==> src/rtl/note_voice_alloc_if.sv <==
// Note event handshake bus: a decoded MIDI note-on/off offered with valid/ready.
interface note_voice_alloc_if;
  logic       ev_valid;
  logic       ev_ready;
  logic       ev_on;
  logic [7:0] ev_key;
  logic [7:0] ev_vel;

  modport master (output ev_valid, output ev_on, output ev_key, output ev_vel, input ev_ready);
  modport slave  (input ev_valid, input ev_on, input ev_key, input ev_vel, output ev_ready);
endinterface

==> src/rtl/note_voice_alloc.sv <==
// Voice allocator: buffers note events, assigns/releases voices and presents
// each note-on long enough for a frame-boundary capture in the audio domain.
module note_voice_alloc #(
  parameter int VOICES     = 8,
  parameter int V_WIDTH    = 3,
  parameter int FIFO_DEPTH = 4
) (
  input  logic               AUDIO_CLK,
  input  logic               reset_reg_N,
  input  logic               xxxx_zero,
  note_voice_alloc_if.slave  ev,
  output logic               note_on,
  output logic [V_WIDTH-1:0] cur_key_adr,
  output logic [7:0]         cur_key_val,
  output logic [7:0]         cur_vel_on,
  output logic [VOICES-1:0]  keys_on,
  output logic               steal
);
  localparam int A_W = $clog2(FIFO_DEPTH);

  typedef enum logic [2:0] {IDLE, SEARCH, COMMIT, HOLD, GAP} state_t;
  state_t state, state_nxt;

  logic [16:0]        fifo_mem [FIFO_DEPTH];
  logic [A_W-1:0]     wr_ptr, rd_ptr;
  logic [A_W:0]       fifo_cnt;
  logic               push, pop, fifo_empty;

  logic               zero_q, fe;
  logic               w_on;
  logic [7:0]         w_key, w_vel;
  logic [V_WIDTH-1:0] idx, match_idx, free_idx, steal_ptr, tgt;
  logic               match_found, free_found, hit, fe_once;
  logic [7:0]         voice_key [VOICES];

  assign ev.ev_ready = (fifo_cnt != (A_W+1)'(FIFO_DEPTH));
  assign fifo_empty  = (fifo_cnt == '0);
  assign push        = ev.ev_valid && ev.ev_ready;
  assign fe          = zero_q && !xxxx_zero;
  assign hit         = keys_on[idx] && (voice_key[idx] == w_key);

  always_ff @(posedge AUDIO_CLK) begin
    if (push) fifo_mem[wr_ptr] <= {ev.ev_on, ev.ev_key, ev.ev_vel};
  end

  always_ff @(posedge AUDIO_CLK or negedge reset_reg_N) begin
    if (!reset_reg_N) begin
      wr_ptr   <= '0;
      rd_ptr   <= '0;
      fifo_cnt <= '0;
    end else begin
      if (push) wr_ptr <= wr_ptr + A_W'(1);
      if (pop)  rd_ptr <= rd_ptr + A_W'(1);
      if (push && !pop)      fifo_cnt <= fifo_cnt + (A_W+1)'(1);
      else if (pop && !push) fifo_cnt <= fifo_cnt - (A_W+1)'(1);
    end
  end

  always_ff @(posedge AUDIO_CLK or negedge reset_reg_N) begin
    if (!reset_reg_N) state <= IDLE;
    else              state <= state_nxt;
  end

  always_comb begin
    state_nxt = state;
    pop       = 1'b0;
    case (state)
      IDLE:    if (!fifo_empty) begin
                 pop       = 1'b1;
                 state_nxt = SEARCH;
               end
      SEARCH:  if (idx == V_WIDTH'(VOICES-1)) state_nxt = COMMIT;
      COMMIT:  state_nxt = w_on ? HOLD : IDLE;
      HOLD:    if (fe && fe_once) state_nxt = GAP;
      GAP:     if (fe) state_nxt = IDLE;
      default: state_nxt = IDLE;
    endcase
  end

  // Retrigger beats free voice, free voice beats round-robin steal.
  always_comb begin
    if (match_found)     tgt = match_idx;
    else if (free_found) tgt = free_idx;
    else                 tgt = steal_ptr;
  end

  always_ff @(posedge AUDIO_CLK or negedge reset_reg_N) begin
    if (!reset_reg_N) begin
      zero_q      <= 1'b0;
      note_on     <= 1'b0;
      cur_key_adr <= '0;
      cur_key_val <= '0;
      cur_vel_on  <= '0;
      keys_on     <= '0;
      steal       <= 1'b0;
      steal_ptr   <= '0;
      w_on        <= 1'b0;
      w_key       <= '0;
      w_vel       <= '0;
      idx         <= '0;
      match_idx   <= '0;
      free_idx    <= '0;
      match_found <= 1'b0;
      free_found  <= 1'b0;
      fe_once     <= 1'b0;
      for (int unsigned i = 0; i < VOICES; i++) voice_key[i] <= '0;
    end else begin
      zero_q <= xxxx_zero;
      steal  <= 1'b0;
      case (state)
        IDLE: begin
          if (pop) {w_on, w_key, w_vel} <= fifo_mem[rd_ptr];
          idx         <= '0;
          match_found <= 1'b0;
          free_found  <= 1'b0;
        end
        SEARCH: begin
          if (hit && !match_found) begin
            match_found <= 1'b1;
            match_idx   <= idx;
          end
          if (!keys_on[idx] && !free_found) begin
            free_found <= 1'b1;
            free_idx   <= idx;
          end
          idx <= idx + V_WIDTH'(1);
        end
        COMMIT: begin
          if (w_on) begin
            voice_key[tgt] <= w_key;
            keys_on[tgt]   <= 1'b1;
            cur_key_adr    <= tgt;
            cur_key_val    <= w_key;
            cur_vel_on     <= w_vel;
            note_on        <= 1'b1;
            fe_once        <= 1'b0;
            if (!match_found && !free_found) begin
              steal     <= 1'b1;
              steal_ptr <= (steal_ptr == V_WIDTH'(VOICES-1)) ? '0 : steal_ptr + V_WIDTH'(1);
            end
          end else if (match_found) begin
            keys_on[match_idx] <= 1'b0;
            cur_key_adr        <= match_idx;
          end
        end
        HOLD: begin
          if (fe) begin
            if (fe_once) note_on <= 1'b0;
            else         fe_once <= 1'b1;
          end
        end
        default: ;
      endcase
    end
  end
endmodule

==> src/flat_wrapper.sv <==
// flat-port wrapper written by rule: the top's interface ports become plain ports
module note_voice_alloc_flat 
#(
  parameter int VOICES     = 8,
  parameter int V_WIDTH    = 3,
  parameter int FIFO_DEPTH = 4
)
  (AUDIO_CLK, reset_reg_N, xxxx_zero, note_on, cur_key_adr, cur_key_val, cur_vel_on, keys_on, steal, ev_ev_valid, ev_ev_on, ev_ev_key, ev_ev_vel, ev_ev_ready);
  note_voice_alloc_if ev_i ();
  input  logic AUDIO_CLK;
  input  logic reset_reg_N;
  input  logic xxxx_zero;
  output logic note_on;
  output logic [V_WIDTH-1:0] cur_key_adr;
  output logic [7:0] cur_key_val;
  output logic [7:0] cur_vel_on;
  output logic [VOICES-1:0] keys_on;
  output logic steal;
  input wire logic [$bits(ev_i.ev_valid)-1:0] ev_ev_valid;
  input wire logic [$bits(ev_i.ev_on)-1:0] ev_ev_on;
  input wire logic [$bits(ev_i.ev_key)-1:0] ev_ev_key;
  input wire logic [$bits(ev_i.ev_vel)-1:0] ev_ev_vel;
  output wire logic [$bits(ev_i.ev_ready)-1:0] ev_ev_ready;
  assign ev_i.ev_valid = ev_ev_valid;
  assign ev_i.ev_on = ev_ev_on;
  assign ev_i.ev_key = ev_ev_key;
  assign ev_i.ev_vel = ev_ev_vel;
  assign ev_ev_ready = ev_i.ev_ready;
  note_voice_alloc #(.VOICES(VOICES), .V_WIDTH(V_WIDTH), .FIFO_DEPTH(FIFO_DEPTH)) u_core (.AUDIO_CLK(AUDIO_CLK), .reset_reg_N(reset_reg_N), .xxxx_zero(xxxx_zero), .ev(ev_i), .note_on(note_on), .cur_key_adr(cur_key_adr), .cur_key_val(cur_key_val), .cur_vel_on(cur_vel_on), .keys_on(keys_on), .steal(steal));
endmodule
==> config.mk <==
export PLATFORM = sky130hd
export DESIGN_NAME = note_voice_alloc_flat
export DESIGN_NICKNAME = d
export VERILOG_FILES = /design/src/rtl/note_voice_alloc_if.sv /design/src/rtl/note_voice_alloc.sv /design/src/flat_wrapper.sv
export SDC_FILE = /design/constraint.sdc
export NUM_CORES = 1
export LEC_CHECK = 0
export ABC_AREA = 1
export BUFFER_PORTS_ARGS = -buffer_cell sky130_fd_sc_hd__buf_2
export CAP_MARGIN = 40
export CORE_ASPECT_RATIO = 1.75
export CORE_UTILIZATION = 61
export DETAILED_ROUTE_END_ITERATION = 10
export GPL_TIMING_DRIVEN = 1
export PLACE_DENSITY = 0.82
export REMOVE_ABC_BUFFERS = 1
export SLEW_MARGIN = 15
export SYNTH_ARGS = -nofsm -noshare
export SYNTH_HDL_FRONTEND = slang
export SYNTH_SLANG_ARGS = --single-unit
==> constraint.sdc <==
create_clock -name AUDIO_CLK -period 2.7 [get_ports AUDIO_CLK]
set_input_delay 0.405 -clock AUDIO_CLK [delete_from_list [all_inputs] [get_ports AUDIO_CLK]]
set_output_delay 0.405 -clock AUDIO_CLK [all_outputs]
set_load 0.05 [all_outputs]
[Word level (Yosys, flattened, before mapping)]
Memory sizes are Yosys's and may differ from the RTL's. A register that Yosys moved wholly into a read port is not among the register bits.
Index checks and enable logic that the tools add are counted.
Storage, ports and cells
  RAM bits: 68
  flip-flop bits (word level): 119
  bits of input ports: 21
  logic and storage cells: 145
  memories: 1
  output and inout bits: 30
Memory list
  u_core.fifo_mem: words 4, bits a word 17, rd ports 1, clocked after Yosys merged registers in 1, wr ports 1, RTL line note_voice_alloc.sv:24  | logic [16:0] fifo_mem [FIFO_DEPTH];
Cells by class
  muxes and demuxes: 46
  add/sub/neg operators: 6
  order comparisons: 8
  eq/ne operators: 17
  bitwise gates (word level): 5
  reduce and logical (&&, ||, !) cells: 36
Operators with widths (count)
  bitwise mux 64 bit: 1
  two-way mux 8 bit: 5
  two-way mux 3 bit: 11
  binary-select mux 8 bit (select 3 bit): 1
  demux 8 bit (select 3 bit): 1
  two-way mux 1 bit: 17
  != test 2 x 1 -> 1 bit, second input constant: 8
  one-hot mux 3 bit (5 select lines): 1
  AND reduction 2 bit: 7
  logical AND 1 bit: 12
  < comparator 3 x 4 -> 1 bit, second input constant: 3
  adder 3 x 1 -> 3 bit, second input constant: 3
  equality test 3 bit, second input constant: 3
  AND 8 bit: 1
  equality test 8 bit: 1
  greater-or-equal comparator 4 bit, second input constant: 2
  NOT 3 -> 4 bit: 2
  NOT 8 bit: 1
  OR 8 bit: 1
  one-hot mux 1 bit (2 select lines): 4
  AND reduction 4 bit: 2
  nonzero test 2 bit: 4
  zero test 1 bit: 7
  demux 1 bit (select 3 bit): 2
  13 further kinds: 18

[Longest topological paths before layout]
Gate-level depths: netlist of the first run.
  depth in word-level cells: 9
  gate-level depth with buffers: 14
  mapped depth without buffers: 13

[Worst setup path after synthesis of the first run]
Ideal clock, no wire load.
  path type: register to register
  start point: register u_core.fifo_cnt[0]
  end point: memory u_core.fifo_mem[0][0] (enable)
  setup time: 0.391 ns
  setup slack: 0.472 ns
  buffers on the path: 0
  data arrival time: 1.837 ns
  cell stages (with the launch flop): 5
  clock period less this slack: 2.228 ns
  path through: dfrtp_1 nor2_1 nand2_1 nand2_1 nor2_1
On the way
  longest elaborated chain between the ends: 4
RTL lines
  start, declared: RTL line note_voice_alloc.sv:26  | logic [A_W:0] fifo_cnt;
  start signal, assigned: RTL line note_voice_alloc.sv:54  | if (push && !pop) fifo_cnt <= fifo_cnt + (A_W+1)'(1);
  start signal, assigned: RTL line note_voice_alloc.sv:55  | else if (pop && !push) fifo_cnt <= fifo_cnt - (A_W+1)'(1);
  != test 3 bit: RTL line note_voice_alloc.sv:36  | assign ev.ev_ready = (fifo_cnt != (A_W+1)'(FIFO_DEPTH));
  named net ev_ev_ready: RTL line flat_wrapper.sv:23  | output wire logic [$bits(ev_i.ev_ready)-1:0] ev_ev_ready;
  logical AND 1 bit: RTL line note_voice_alloc.sv:38  | assign push = ev.ev_valid && ev.ev_ready;
  two-way mux 1 bit: RTL line note_voice_alloc.sv:43  | if (push) fifo_mem[wr_ptr] <= {ev.ev_on, ev.ev_key, ev.ev_vel};
  two-way mux 1 bit (implied by the code): RTL line note_voice_alloc.sv:43
  end, declared: RTL line note_voice_alloc.sv:24
The timed path passes the listed nets, and every way through them passes these cells.

[Final worst setup path of the first run]
  start point: register u_core.fifo_cnt[0]
  end point: register u_core.fifo_cnt[2]
On the way
  longest elaborated chain between the ends: 6
RTL lines
  parallel branches: the longest is 6 deep, another holds subtractor 3 x 1 -> 3 bit
Parallel ways; which one is timed is not known. The select of a mux whose other input is x is not followed.
A chain may end at the register's enable or synchronous reset.

==> results of run 1 <==
==> power breakdown <==
group          total (mW)  switching (mW)  internal [mW]
Sequential           4.70           0.496           4.20
Combinational        5.02            3.55           1.47
Clock                2.59            1.09           1.50
==> path summary, 6_finish.rpt <==
check / endpoint / slack (ns) / depth (start not counted)
max: u_core.fifo_cnt[2] / 0.70 / 9
min: u_core.zero_q / 0.06 / 1
max reg2reg: u_core.fifo_cnt[2] / 0.70 / 9
min reg2reg: u_core.note_on / 0.47 / 2
max in group asynchronous: u_core.voice_key[36] / 1.45 / 3
min in group asynchronous: u_core.keys_on[1] / 0.47 / 2
==> kinds of logic (layout without fill, tap and decap cells) <==
group / Yosys count / in the layout / share of synthesized area [%]
AND/OR/NAND/NOR: 400 / 400 / 19.3
AO/OA/AOI/OAI: 185 / 185 / 11.2
flip-flops: 204 / 204 / 60.2
multiplexers: 1 / 1 / 0.124
buffers and inverters: 143 / 196 / 7.36
adder cells (fa/ha/maj): 10 / 10 / 1.47
XOR/XNOR: 4 / 4 / 0.387
==> state kept, by name (all words and copies together) (netlist names), 8 cells and up <==
signal,flops
u_core.cur_key_val,8
u_core.voice_key,64
u_core.cur_vel_on,8
u_core.fifo_mem,68
u_core.w_vel,8
u_core.keys_on,8
u_core.w_key,8
==> layout by cell type, fill, tap and decap left out, types with 3 or more instances in the layout <==
| cell | instances |
|---|---|
| sky130_fd_sc_hd__buf_4 | 14 |
| sky130_fd_sc_hd__nand3_2 | 3 |
| sky130_fd_sc_hd__nand2_2 | 4 |
| sky130_fd_sc_hd__o21ai_0 | 88 |
| sky130_fd_sc_hd__nand2_1 | 222 |
| sky130_fd_sc_hd__a21oi_1 | 3 |
| sky130_fd_sc_hd__clkbuf_16 | 19 |
| sky130_fd_sc_hd__nor2_1 | 97 |
| sky130_fd_sc_hd__inv_2 | 6 |
| sky130_fd_sc_hd__o21ai_1 | 67 |
| sky130_fd_sc_hd__o21bai_1 | 3 |
| sky130_fd_sc_hd__nor2_4 | 3 |
| sky130_fd_sc_hd__nor3_1 | 3 |
| sky130_fd_sc_hd__dfrtp_1 | 136 |
| sky130_fd_sc_hd__nand3_1 | 47 |
| sky130_fd_sc_hd__inv_1 | 88 |
| sky130_fd_sc_hd__clkinv_1 | 5 |
| sky130_fd_sc_hd__ha_1 | 9 |
| sky130_fd_sc_hd__edfxtp_1 | 68 |
| sky130_fd_sc_hd__buf_2 | 49 |
| sky130_fd_sc_hd__nor2_2 | 5 |
| sky130_fd_sc_hd__nand2_4 | 8 |
| sky130_fd_sc_hd__o211ai_1 | 4 |
| sky130_fd_sc_hd__o32ai_1 | 17 |
| sky130_fd_sc_hd__clkinv_2 | 3 |
==> per-layer routing <==
metal	vias to the layer above	global-route usage, %	wire length, µm
met4	0	14.3	764
li1	3187	-	-
met2	222	46.7	9940
met1	3133	30.5	7250
met5	-	0	0
met3	56	3.82	959
==> metrics by stage <==
step	worst slack (ns)	total power [mW]
2_1_floorplan	0.235	8.29
3_3_place_gp	0.746	9.54
3_5_place_dp	0.680	9.72
4_1_cts	0.672	12.3
5_1_grt	0.478	13.2
6_report	0.698	12.3
==> cell type report <==
cell class              count  area [µm²]  share of cell area (%)
multi-input cells         600        2940                    29.4
inverters                  97         367                    3.67
flip-flops and latches    204        5450                    54.5
clock inverters            10         101                    1.01
clock buffers              22         497                    4.97
well taps                 180         225                    2.26
repair buffers             67         412                    4.12
==> worst max-delay path: cells and delay by family (launching register included) <==
kind                       cells  cell delay [ns]
adders and majority gates      2             0.53
DFF                            1             0.43
and+or+nand+nor                2             0.40
AOI/OAI and AO/OA              2             0.25
buffers and inverters          2             0.15
xor gates and xnor gates       1             0.14
==> results, run 1 <==
- The largest area contributor in the netlist is sky130_fd_sc_hd__dfrtp_1.
- Once layout is complete, the cells apart from fillers number 1180.
- Walking the worst path, the cells encountered are nor3_1 -> nor2_2 -> inv_1 -> ha_1 -> inv_1 -> fa_1 -> a21oi_1 -> o21ai_0 -> xnor2_1.
- The most prevalent standard cell on the critical path is sky130_fd_sc_hd__inv_1.
- The number of violations reported at the end of detailed-routing iteration 0 is 570.
- The run finished with clean final reports.
- The critical path startpoint is u_core.fifo_cnt[0].
- The worst setup path is captured at a flip-flop.
- The slowest stage of the critical path is the sky130_fd_sc_hd__dfrtp_1 cell.
- The stage delay of the slowest cell on the critical path is 0.43 ns.
- The global router's overall resource usage is 26.5%.
- The most frequently used flop master after synthesis is sky130_fd_sc_hd__dfrtp_1.
- The average detailed-routed wire length per instance is 16.0 µm.
- The first-pass GRT wire length is 31200 µm.
- Measured on the finished design, the core utilization comes to 69.1%.
- At the pin with the least slew margin, the transition time is 0.553 ns.
- Summing every instance area after synthesis gives 0.00905 mm².
- The power density over cell area is 1230 mW/mm².
- The via count normalized by instance count is 5.59.
- 51 I/O pins were placed.
- The number of synthesized register bits is 204.
- The startpoint identified for the worst hold timing path is xxxx_zero.
- Based on the critical path, the design can be clocked at up to 500 MHz.
- The cell count after placement is 1147.
- The maximum fanout along the worst path is 4.
- For this run, the post-layout net count is 1019.
- The site row count is 58.
- Setup repair after global routing left no endpoint under its margin.
- The fraction of final layout cells with drive strength greater than 1 is 13.1%.
- Summed over all layers, the global routing overflow is 0.
- IR analysis of the VDD net gives a maximum drop of 785 µV.
- The clock root buffer master is sky130_fd_sc_hd__clkbuf_16.
- The async set-reset flop share out of synthesis is 66.7%.
- In this run the horizontal extent of the chip is 94.1 µm.
- The via count of the first global-routing pass was 6536.
- For this design, the sink count on the clock tree is 204.
- Sorting the synthesized cells by area gives the leading types as sky130_fd_sc_hd__dfrtp_1 (38%), sky130_fd_sc_hd__edfxtp_1 (23%), sky130_fd_sc_hd__nand2_1 (9.2%), sky130_fd_sc_hd__o21ai_0 (4.9%), sky130_fd_sc_hd__nor2_1 (4.0%).
- The clock arrives with 0.0222 ns of skew.
- The number of max-cap violations is 0.
- The CTS tree is built.
- The startpoint identified for the worst register-to-register timing path is u_core.fifo_cnt[0].
- The total die area is 0.0153 mm².
- The longest clock path from root to sink contains 3 buffers.
- In this run, synthesis inferred 68 flip-flops with an integrated enable.
- The final weighted congestion of routability-driven global placement is 0.900.
- The count of distinct cell types in the synthesized netlist is 40.
- The number of antenna violations at the first check in global routing was 0.
- The final count of negative-setup-slack endpoints is 0.
- After clock tree synthesis, the clock-pin slew on the worst setup and hold paths is 0.07 ns.
- The sum of net half-perimeters after detailed placement is 12000 µm.
- The count of final max-slew check failures was 0.
- TritonCTS created 18 clock buffers.
- For the finished layout, the period the worst path requires is 2.00 ns.
- The aggregate routed wire length is 18900 µm.
- The accumulated negative setup slack is 0 ns.
- The post-synthesis sequential area ratio is 60.2%.
- The type of the worst setup path is reg2reg.
- The total count of hold-check failures in the final report was 0.
- Entering global routing, the biggest net connects 61 pins.
- In this run the number of H-tree levels came out at 1.
- The critical path data arrival time is 2.37 ns.
- The period utilization is 74.1%.
- The area share of the leading cell type in the synthesized netlist is 37.6%.
- The post-detailed-route count of antenna-violating nets is 0.
- The class of the worst hold path is in2reg.
- The number of buffers added on ports is 50.
- The number of antenna diodes in the final layout is 0.
- The tightest hold path in the finished design has a slack of 0.0569 ns.
- The core area is 0.0144 mm².
- Synthesis produced a netlist whose cell count is 947.
- In the synthesized netlist, the cells that appear most often are sky130_fd_sc_hd__nand2_1 (222), sky130_fd_sc_hd__dfrtp_1 (136), sky130_fd_sc_hd__nor2_1 (97).
- Post-CTS timing repair inserted 0 buffers for setup.
- Dividing the synthesized area by the synthesized cell count gives 9.56 µm².
- The area growth from synthesis to layout is 10.3%.
- In this run the static leakage power is 4.57 nW.
- The number of detailed-routing iterations run before antenna repair is 8.
- The worst setup path is launched from a flip-flop.
- Data on the critical path is required at its endpoint by 3.06 ns.
- The count of warnings emitted by yosys is 0.
- The finished cells cover 0.00999 mm².
- Once placement finished, the instance area stood at 0.00938 mm².
- In the routed design, unresolved DRC markers number 0.
- Fill cells in the final layout number 1040.
- The total number of vias is 6598.
- Once the clock tree was built, the resizer swapped 0 gates to a different size.
- The hold-fix buffer count after cts is 1.
- Measured against its own limit, the worst slew margin works out to 63.1%.
- The clock insertion delay at the later pin of the skew report is 0.49 ns.
- The dominant cell by count in the synthesized netlist is sky130_fd_sc_hd__nand2_1.
- The starting density of the core is 62.7%.
- The die is 163 µm tall.
(Power assumes the default switching activity.)
==> inputs of run 2 (changes only) <==
--- a/config.mk
+++ b/config.mk
@@ -5,14 +5,14 @@
 export SDC_FILE = /design/constraint.sdc
 export NUM_CORES = 1
 export LEC_CHECK = 0
-export ABC_AREA = 1
+export ABC_AREA = 0
 export BUFFER_PORTS_ARGS = -buffer_cell sky130_fd_sc_hd__buf_2
 export CAP_MARGIN = 40
 export CORE_ASPECT_RATIO = 1.75
-export CORE_UTILIZATION = 61
+export CORE_UTILIZATION = 55
 export DETAILED_ROUTE_END_ITERATION = 10
 export GPL_TIMING_DRIVEN = 1
-export PLACE_DENSITY = 0.82
+export PLACE_DENSITY = 0.78
 export REMOVE_ABC_BUFFERS = 1
 export SLEW_MARGIN = 15
 export SYNTH_ARGS = -nofsm -noshare
==> constraint.sdc (replaced) <==
create_clock -name AUDIO_CLK -period 1.6 [get_ports AUDIO_CLK]
set_input_delay 0.24 -clock AUDIO_CLK [delete_from_list [all_inputs] [get_ports AUDIO_CLK]]
set_output_delay 0.24 -clock AUDIO_CLK [all_outputs]
set_load 0.05 [all_outputs]
==> run 2 against run 1 <==
The run now ends with negative setup slack left; fmax fell by 22%; global-route usage rose by 0.11 points; area after synthesis fell by 3.7%; synthesized cell count shrank 39%; clock power is 76% higher; final cell count shrank 18%; combinational power up 61%; clock-buffer cell count increased by 5; largest power group unchanged; highest routed layer unchanged.
==> results, run 2 <==
- The die boundary height is 168 µm (+3.3%).
- The fraction of final layout cells with drive strength greater than 1 is 49.5% (+36 points).
- The critical path starts at u_core.idx[1].
- The number of buffers on the longest clock path is 3 (unchanged).
- The aggregate routed wire length is 25400 µm (+34%).
- The number of flip-flops under the largest register name is 68 (unchanged).
- The worst register-to-register path begins at u_core.idx[1].
- The count of warnings emitted by yosys is 0 (unchanged).
- The synthesized-area fraction occupied by xor and xnor cells is 1.41% (+1.0 points).
- The combinational family with the most area after synthesis is multiplexers.
- The global router's overall resource usage is 26.6% (+0.11 points).
- The post-synthesis cell count was 581 (-39%).
- The number of flops mapped to enable cells by yosys is 68 (unchanged).
- The via count of the first global-routing pass is 6370 (-2.5%).
- The post-synthesis sequential area ratio was 62.5% (+2.3 points).
- The width of the die was 97.1 µm (+3.3%).
- The post-synthesis adder-cell area fraction was 1.52% (+0.057 points).
- The peak clock frequency supported by timing is 391 MHz (-22%).
- The maximum fanout along the worst path is 6 (+2).
- The period utilization was 160% (+86 points).
- The mux share of post-synthesis cell area is 23.3% (+23 points).
- The time the worst path needs with I/O delays and setup is 2.56 ns (+0.553 ns).
- The first-pass GRT wire length is 33300 µm (+6.9%).
- The number of synthesized register bits is 204 (unchanged).
- The register clock-pin slew on the reported worst setup and hold paths is 0.07 ns (about the same).
- For this design, the slowest cell found on the critical path is sky130_fd_sc_hd__mux4_2.
- The final count of negative-setup-slack endpoints was 110 (+110).
- The number of buffers added by the clock tree synthesis step is 19 (+1).
- The worst hold slack is 0.252 ns (+0.195 ns).
- The final net count was 801 (-21%).
- The core area is 0.0155 mm² (+7.1%).
- The largest registers in the layout are u_core.fifo_mem x68, u_core.voice_key x64.
- The average detailed-routed wire length per instance is 26.2 µm (+64%).
- The total DRC errors in the routed layout is 0 (unchanged).
- The clock skew after layout is 0.0177 ns (-0.00459 ns).
- The area growth from synthesis to final layout is 36.1%.
- The maximum VDD drop was 1480 µV (+89%).
- The class of the worst hold path is in2reg.
- The headroom to the max-slew limit is 66.0% (+2.9 points).
- Traced cell by cell, the critical path runs through clkbuf_16 -> buf_6 -> mux2i_2 -> mux4_2 -> xor2_1 -> nand4_1 -> nor4_4 -> buf_4 -> mux2_4.
- The worst setup path is captured at a flip-flop.
- The post-synthesis compound-gate area fraction was 1.90% (-9.3 points).
- The number of sinks driven by the clock tree came to 204 (unchanged).
- The total grt overflow was 0 (unchanged).
- The final reports fail on negative setup slack.
- The clock insertion delay at the later pin of the skew report is 0.49 ns (about the same).
- The commonest cells after synthesis are sky130_fd_sc_hd__dfrtp_1 (136), sky130_fd_sc_hd__mux2_2 (88), sky130_fd_sc_hd__nand2_1 (84).
- The basic-gate share of the synthesized area counting and, or, nand and nor cells is 7.35% (-12 points).
- The stage delay of the slowest cell on the critical path is 0.50 ns (+0.07 ns).
- The number of buffers added on ports was 50 (unchanged).
- The number of max-cap violations is 0 (unchanged).
- The required time of the critical path is 1.96 ns (-1.10 ns).
- The post-synthesis cell area is 0.00871 mm² (-3.7%).
- The maximum level of the CTS H-tree is 1 (unchanged).
- The async set-reset flop share out of synthesis is 66.7% (unchanged).
- The number of detailed-routing iterations run before antenna repair is 5 (-3).
- The count of distinct cell types in the synthesized netlist was 41 (+2.5%).
- The clock root buffer master is sky130_fd_sc_hd__clkbuf_16.
- The worst setup path is of the reg2reg kind.
- Among all flip-flop cells after synthesis, the most frequent one is sky130_fd_sc_hd__dfrtp_1.
- The total number of vias came to 6013 (-8.9%).
- The most common cell after layout, fill and taps aside is sky130_fd_sc_hd__dfrtp_1.
- The leakage power is 5.36 nW (+17%).
- The power density over cell area is 1700 mW/mm² (+38%).
- The total die area is 0.0164 mm² (+6.7%).
- The via count normalized by instance count came to 6.21 (+11%).
- The final weighted congestion of routability-driven global placement is 0.860 (-4.4%).
- The per-instance average area after synthesis came to 15.0 µm² (+57%).
- The critical path data arrival time is 2.92 ns (+0.55 ns).
- The number of placed I/O pins is 51 (unchanged).
- TritonCTS built the clock tree.
- The flow ran to the end, but the final reports show violations.
- The worst min-delay path startpoint is ev_ev_valid.
- The site row count is 60 (+3.4%).
- Among all cell types in the netlist, the one instantiated most often is sky130_fd_sc_hd__dfrtp_1.
- The count of final max-slew check failures is 0 (unchanged).
- The starting density of the core is 56.3% (-6.3 points).
- The overall power after layout is 20.2 mW (+64%).
- The register with the most flip-flops in the final layout is u_core.fifo_mem.
- The pin slew with the least headroom to its limit is 0.510 ns (-0.0437 ns).
- Setup repair after global routing could not meet its margin everywhere.
- The startpoint type of the worst setup path is a flip-flop.
- The area share of the leading cell type in the synthesized netlist is 39.1% (+1.5 points).
- The maximum number of pins on one net before global-route repair was 54 (-11%).
- In the post-synthesis netlist, the biggest area contributors are sky130_fd_sc_hd__dfrtp_1 (39%), sky130_fd_sc_hd__edfxtp_1 (23%), sky130_fd_sc_hd__mux2_2 (11%), sky130_fd_sc_hd__mux4_2 (7.0%), sky130_fd_sc_hd__nand2_1 (3.6%).
- The final critical-path setup slack is -0.955 ns (-1.65 ns).
- The total count of hold-check failures in the final report is 0 (unchanged).
- The sum of net half-perimeters after detailed placement is 12800 µm (+6.5%).
- The top cell types in the final layout, fill and taps aside, are sky130_fd_sc_hd__dfrtp_1 (132), sky130_fd_sc_hd__buf_4 (75), sky130_fd_sc_hd__nand2_1 (72).
- The post-detailed-route count of antenna-violating nets is 0 (unchanged).
- The number of antenna violations at the first check in global routing is 1 (+1).
- The number of violations reported at the end of detailed-routing iteration 0 is 332 (-42%).
- The largest area contributor in the netlist is sky130_fd_sc_hd__dfrtp_1.
run 2: changes by cell type after synthesis, sizes merged, moves of 17 or more:
cell   change
nand2    -150
mux4      +32
inv       -89
mux2i     +25
o32ai     -17
nand3     -46
mux2      +90
nor2      -89
o21ai    -143
run 2: kinds of logic after synthesis:
| kind of cell | Yosys count |
|---|---|
| xor gates and xnor gates | 14 |
| and+or+nand+nor | 139 |
| buffers and inverters | 38 |
| muxes | 148 |
| adders and majority gates | 10 |
| DFF | 204 |
| AOI/OAI and AO/OA | 28 |
run 2: area by class of cell:
type / instances / area, µm²
clock inverter: 6 / 106
multi-input combinational: 339 / 3610
fill: 809 / 3610
antenna: 1 / 2.50
clock buffer: 27 / 505
inverter: 6 / 22.5
tap: 186 / 233
sequential: 204 / 5450
timing repair buffer: 200 / 1920
run 2: final timing paths:
path	to	slack, ns	cells after the start
max	u_core.match_idx[1]	-0.96	9
min	u_core.wr_ptr[1]	0.25	4
max reg2reg	u_core.match_idx[1]	-0.96	9
min reg2reg	u_core.cur_key_val[3]	0.48	2
max in group asynchronous	u_core.cur_vel_on[2]	0.74	3
min in group asynchronous	u_core.voice_key[9]	0.28	2
run 2: per-layer routing:
layer	track usage, %	up-vias	part of all wire, %
met5	0	-	0
met2	49.5	328	54
met3	3.67	125	5.2
met1	28.1	3081	34
met4	16.2	0	7.4
li1	-	2479	-
run 2: stage by stage:
step	setup TNS (ns)	instance area (µm²)	setup slack (ns)	utilization (%)	cells
2_1_floorplan	-97.16	8550	-1.79	-	549
3_3_place_gp	-43.12	9900	-0.835	64.0	879
3_5_place_dp	-39.22	9920	-0.852	64.1	881
4_1_cts	-38.13	11200	-0.840	72.1	951
5_1_grt	-43.47	11900	-1.02	76.7	969
6_report	-39.25	11900	-0.955	76.7	969
run 2: report_power, final:
part / switching [mW] / total, mW / leakage (nW) / internal [mW]
sequential: 0.932 / 7.55 / 2.43 / 6.62
clock: 1.88 / 4.56 / 0.292 / 2.69
combinational: 4.08 / 8.07 / 2.64 / 3.99
total: 6.89 / 20.2 / 5.36 / 13.3
run 2: worst max-delay path, delay by kind of cell, from the launching register on:
kind / cells / cell delay, ns
muxes: 3 / 0.93
xor gates and xnor gates: 1 / 0.21
DFF: 1 / 0.46
buffers and inverters: 3 / 0.47
and+or+nand+nor: 2 / 0.35
run 2: repair_timing:
item | in CTS | in global routing
gates cloned | 3 | 3
pin swaps | 10 | 24
setup buffers | 16 | 18
endpoints found under the setup margin | 107 | 127
gates resized for setup | 68 | 150
hold buffers | 19 | 0
hold endpoints to repair | 116 | 0
==> inputs of run 3 (changes only) <==
--- a/config.mk
+++ b/config.mk
@@ -9,10 +9,11 @@
 export BUFFER_PORTS_ARGS = -buffer_cell sky130_fd_sc_hd__buf_2
 export CAP_MARGIN = 40
 export CORE_ASPECT_RATIO = 1.75
-export CORE_UTILIZATION = 55
+export CORE_MARGIN = 2
+export CORE_UTILIZATION = 50
 export DETAILED_ROUTE_END_ITERATION = 10
 export GPL_TIMING_DRIVEN = 1
-export PLACE_DENSITY = 0.78
+export PLACE_DENSITY = 0.72
 export REMOVE_ABC_BUFFERS = 1
 export SLEW_MARGIN = 15
 export SYNTH_ARGS = -nofsm -noshare
==> run 3 against run 2 <==
The flow still finishes with violations (negative setup slack); clock-buffer cell count is 5 lower; routed wire length shrank 11%; non-clock buffer count rose by 16; global-route usage decreased by 4.0 points; critical path depth did not move; critical path type unchanged.
==> results, run 3 (same netlist as run 2, synthesis figures left out) <==
- The post-route cell area came to 0.0122 mm² (+3.0%).
- The number of sinks driven by the clock tree is 204 (unchanged).
- The startpoint type of the worst setup path is a flip-flop.
- The starting density of the core is 51.2% (-5.2 points).
- The average detailed-routed wire length per instance was 22.0 µm (-16%).
- The path class of the tightest hold or removal check is in2reg.
- The number of buffers added on ports came to 50 (unchanged).
- On the critical path the largest part of the delay comes from multiplexers.
- The aggregate routed wire length is 22600 µm (-11%).
- The maximum number of pins on one net before global-route repair was 56 (+3.7%).
- The time the worst path needs with I/O delays and setup is 2.49 ns (-0.0620 ns).
- Traced cell by cell, the critical path runs through buf_6 -> buf_6 -> mux2i_1 -> mux4_2 -> xor2_1 -> nand4_1 -> nor4_4 -> buf_4 -> mux2_4.
- The maximum fanout along the worst path came to 7 (+1).
- The site row count is 63 (+5.0%).
- The clock skew after layout is 0.0105 ns (-0.00720 ns).
- The core area is 0.0170 mm² (+10%).
- The die boundary height is 179 µm (+6.0%).
- The required time of the critical path came to 1.97 ns (about the same).
- The count of inserted antenna diode cells was 0 (-1).
- The leakage power came to 5.58 nW (+4.2%).
- The maximum level of the CTS H-tree is 1 (unchanged).
- The final count of negative-setup-slack endpoints is 119 (+8.2%).
- The post-detailed-route count of antenna-violating nets is 0 (unchanged).
- The critical path data arrival time is 2.86 ns (-0.06 ns).
- The first-pass GRT wire length is 32400 µm (-2.7%).
- Setup repair after global routing could not meet its margin everywhere.
- In the layout the commonest cells are sky130_fd_sc_hd__dfrtp_1 (133), sky130_fd_sc_hd__buf_4 (74), sky130_fd_sc_hd__edfxtp_1 (68).
- The placement-stage cell area is 0.00993 mm² (+0.11%).
- The total number of vias is 5669 (-5.7%).
- The clock insertion delay at the later pin of the skew report is 0.49 ns (about the same).
- The number of antenna violations at the first check in global routing is 0 (-1).
- The number of buffers on the longest clock path is 3 (unchanged).
- The power density over cell area is 1650 mW/mm² (-3.2%).
- The most common cell after layout, fill and taps aside is sky130_fd_sc_hd__dfrtp_1.
- By instance count, the cell type seen most on the critical path is sky130_fd_sc_hd__buf_6.
- The overall power after layout was 20.1 mW (-0.33%).
- The via count normalized by instance count came to 5.52 (-11%).
- The final cell utilization of the core came to 71.7% (-5.0 points).
- In the final layout, the registers with the most flip-flops are u_core.fifo_mem x68, u_core.voice_key x64.
- The CTS tree is built.
- The slowest cell on the critical path is sky130_fd_sc_hd__mux4_2.
- The sort of element at the end of the critical path is a flip-flop.
- The number of buffers added by the clock tree synthesis step was 19 (unchanged).
- The final critical-path setup slack came to -0.893 ns (+0.0620 ns).
- The tree is rooted in a sky130_fd_sc_hd__clkbuf_16.
- The type of the worst setup path is reg2reg.
- The peak clock frequency supported by timing is 401 MHz (+2.5%).
- The run finished, with violations left.
- The total count of hold-check failures in the final report is 0 (unchanged).
- The sum of net half-perimeters after detailed placement is 12800 µm (+0.46%).
- The number of flip-flops under the largest register name is 68 (unchanged).
- The total die area was 0.0185 mm² (+13%).
- The total grt overflow is 0 (unchanged).
- The register clock-pin slew on the reported worst setup and hold paths is 0.06 ns (about the same).
- The global router's overall resource usage is 22.6% (-4.0 points).
- The final weighted congestion of routability-driven global placement came to 0.921 (+7.1%).
- The pin slew with the least headroom to its limit was 0.404 ns (-0.106 ns).
- The period utilization came to 156% (-3.9 points).
- The total DRC errors in the routed layout was 0 (unchanged).
- The count of final max-slew check failures is 0 (unchanged).
- The total buffers and inverters traversed by the critical path came to 3 (unchanged).
- The final net count came to 818 (+2.1%).
- The stage delay of the slowest cell on the critical path came to 0.49 ns (about the same).
- The maximum VDD drop came to 1230 µV (-17%).
- The number of placed I/O pins is 51 (unchanged).
- The headroom to the max-slew limit is 73.1% (+7.1 points).
- The width of the die is 104 µm (+6.8%).
- The register with the most flip-flops in the final layout is u_core.fifo_mem.
- The number of violations reported at the end of detailed-routing iteration 0 is 313 (-5.7%).
- The number of detailed-routing iterations run before antenna repair is 5 (unchanged).
- The via count of the first global-routing pass is 6179 (-3.0%).
- The area growth from synthesis to final layout is 40.1%.
- The fraction of final layout cells with drive strength greater than 1 is 53.8% (+4.3 points).
- The number of max-cap violations is 0 (unchanged).
- The final reports fail on negative setup slack.
[run 3: final timing paths]
path                                             from                     to  slack [ns]  cells past startpoint
worst min register to register  u_core.cur_key_val[6]  u_core.cur_key_val[6]        0.47                      2
worst min-delay path                      ev_ev_valid       u_core.wr_ptr[0]        0.22                      4
min in group asynchronous                 reset_reg_N   u_core.cur_vel_on[2]        0.23                      2
max in group asynchronous                 reset_reg_N  u_core.cur_key_val[1]        0.73                      3
worst max-delay path                    u_core.idx[1]    u_core.match_idx[1]       -0.89                      9
worst max register to register          u_core.idx[1]    u_core.match_idx[1]       -0.89                      9
[run 3: through the flow]
stage | hold WS (ns) | instances | setup WS (ns) | TNS [ns]
final | 0.222 | 1027 | -0.893 | -44.59
after global routing | 0.254 | 1027 | -0.965 | -49.58
after CTS | 0.242 | 992 | -0.871 | -33.94
after detailed placement | 0.177 | 920 | -0.906 | -39.02
after global placement | 0.175 | 918 | -0.831 | -43.88
after floorplan | -0.0556 | 549 | -1.79 | -97.16
[run 3: worst reg2reg max path, delay by kind of cell (launching register included)]
kind	cells	cell delay, ns
mux	3	0.92
buf+inv	3	0.47
flops	1	0.46
simple gates	2	0.37
xor+xnor	1	0.16
[run 3: timing repair]
item,CTS,global route
cloned,2,8
pin swaps,19,61
gates resized for setup,151,125
hold buffers,19,0
setup buffers,22,35
endpoints found under the hold margin,106,0
endpoints found under the setup margin,106,148
[run 3: cell type report]
cell class / count / area (µm²)
multi-input combinational: 340 / 3800
inverter: 6 / 22.5
timing repair buffer: 216 / 2080
sequential: 204 / 5450
clock inverter: 12 / 87.6
fill: 1075 / 4820
clock buffer: 22 / 487
tap: 227 / 284
[run 3: metal layers]
| metal | track usage [%] | part of all wire [%] | vias up |
|---|---|---|---|
| li1 | - | - | 2515 |
| met1 | 24.1 | 36 | 2974 |
| met2 | 45.0 | 57 | 128 |
| met3 | 2.67 | 3.1 | 52 |
| met4 | 8.56 | 3.9 | 0 |
| met5 | 0 | 0 | - |
[run 3: report_power, final]
group          internal, mW  switching (mW)  total, mW
sequential             6.62           0.874       7.49
combinational          4.28            4.10       8.39
clock                  2.36            1.89       4.25
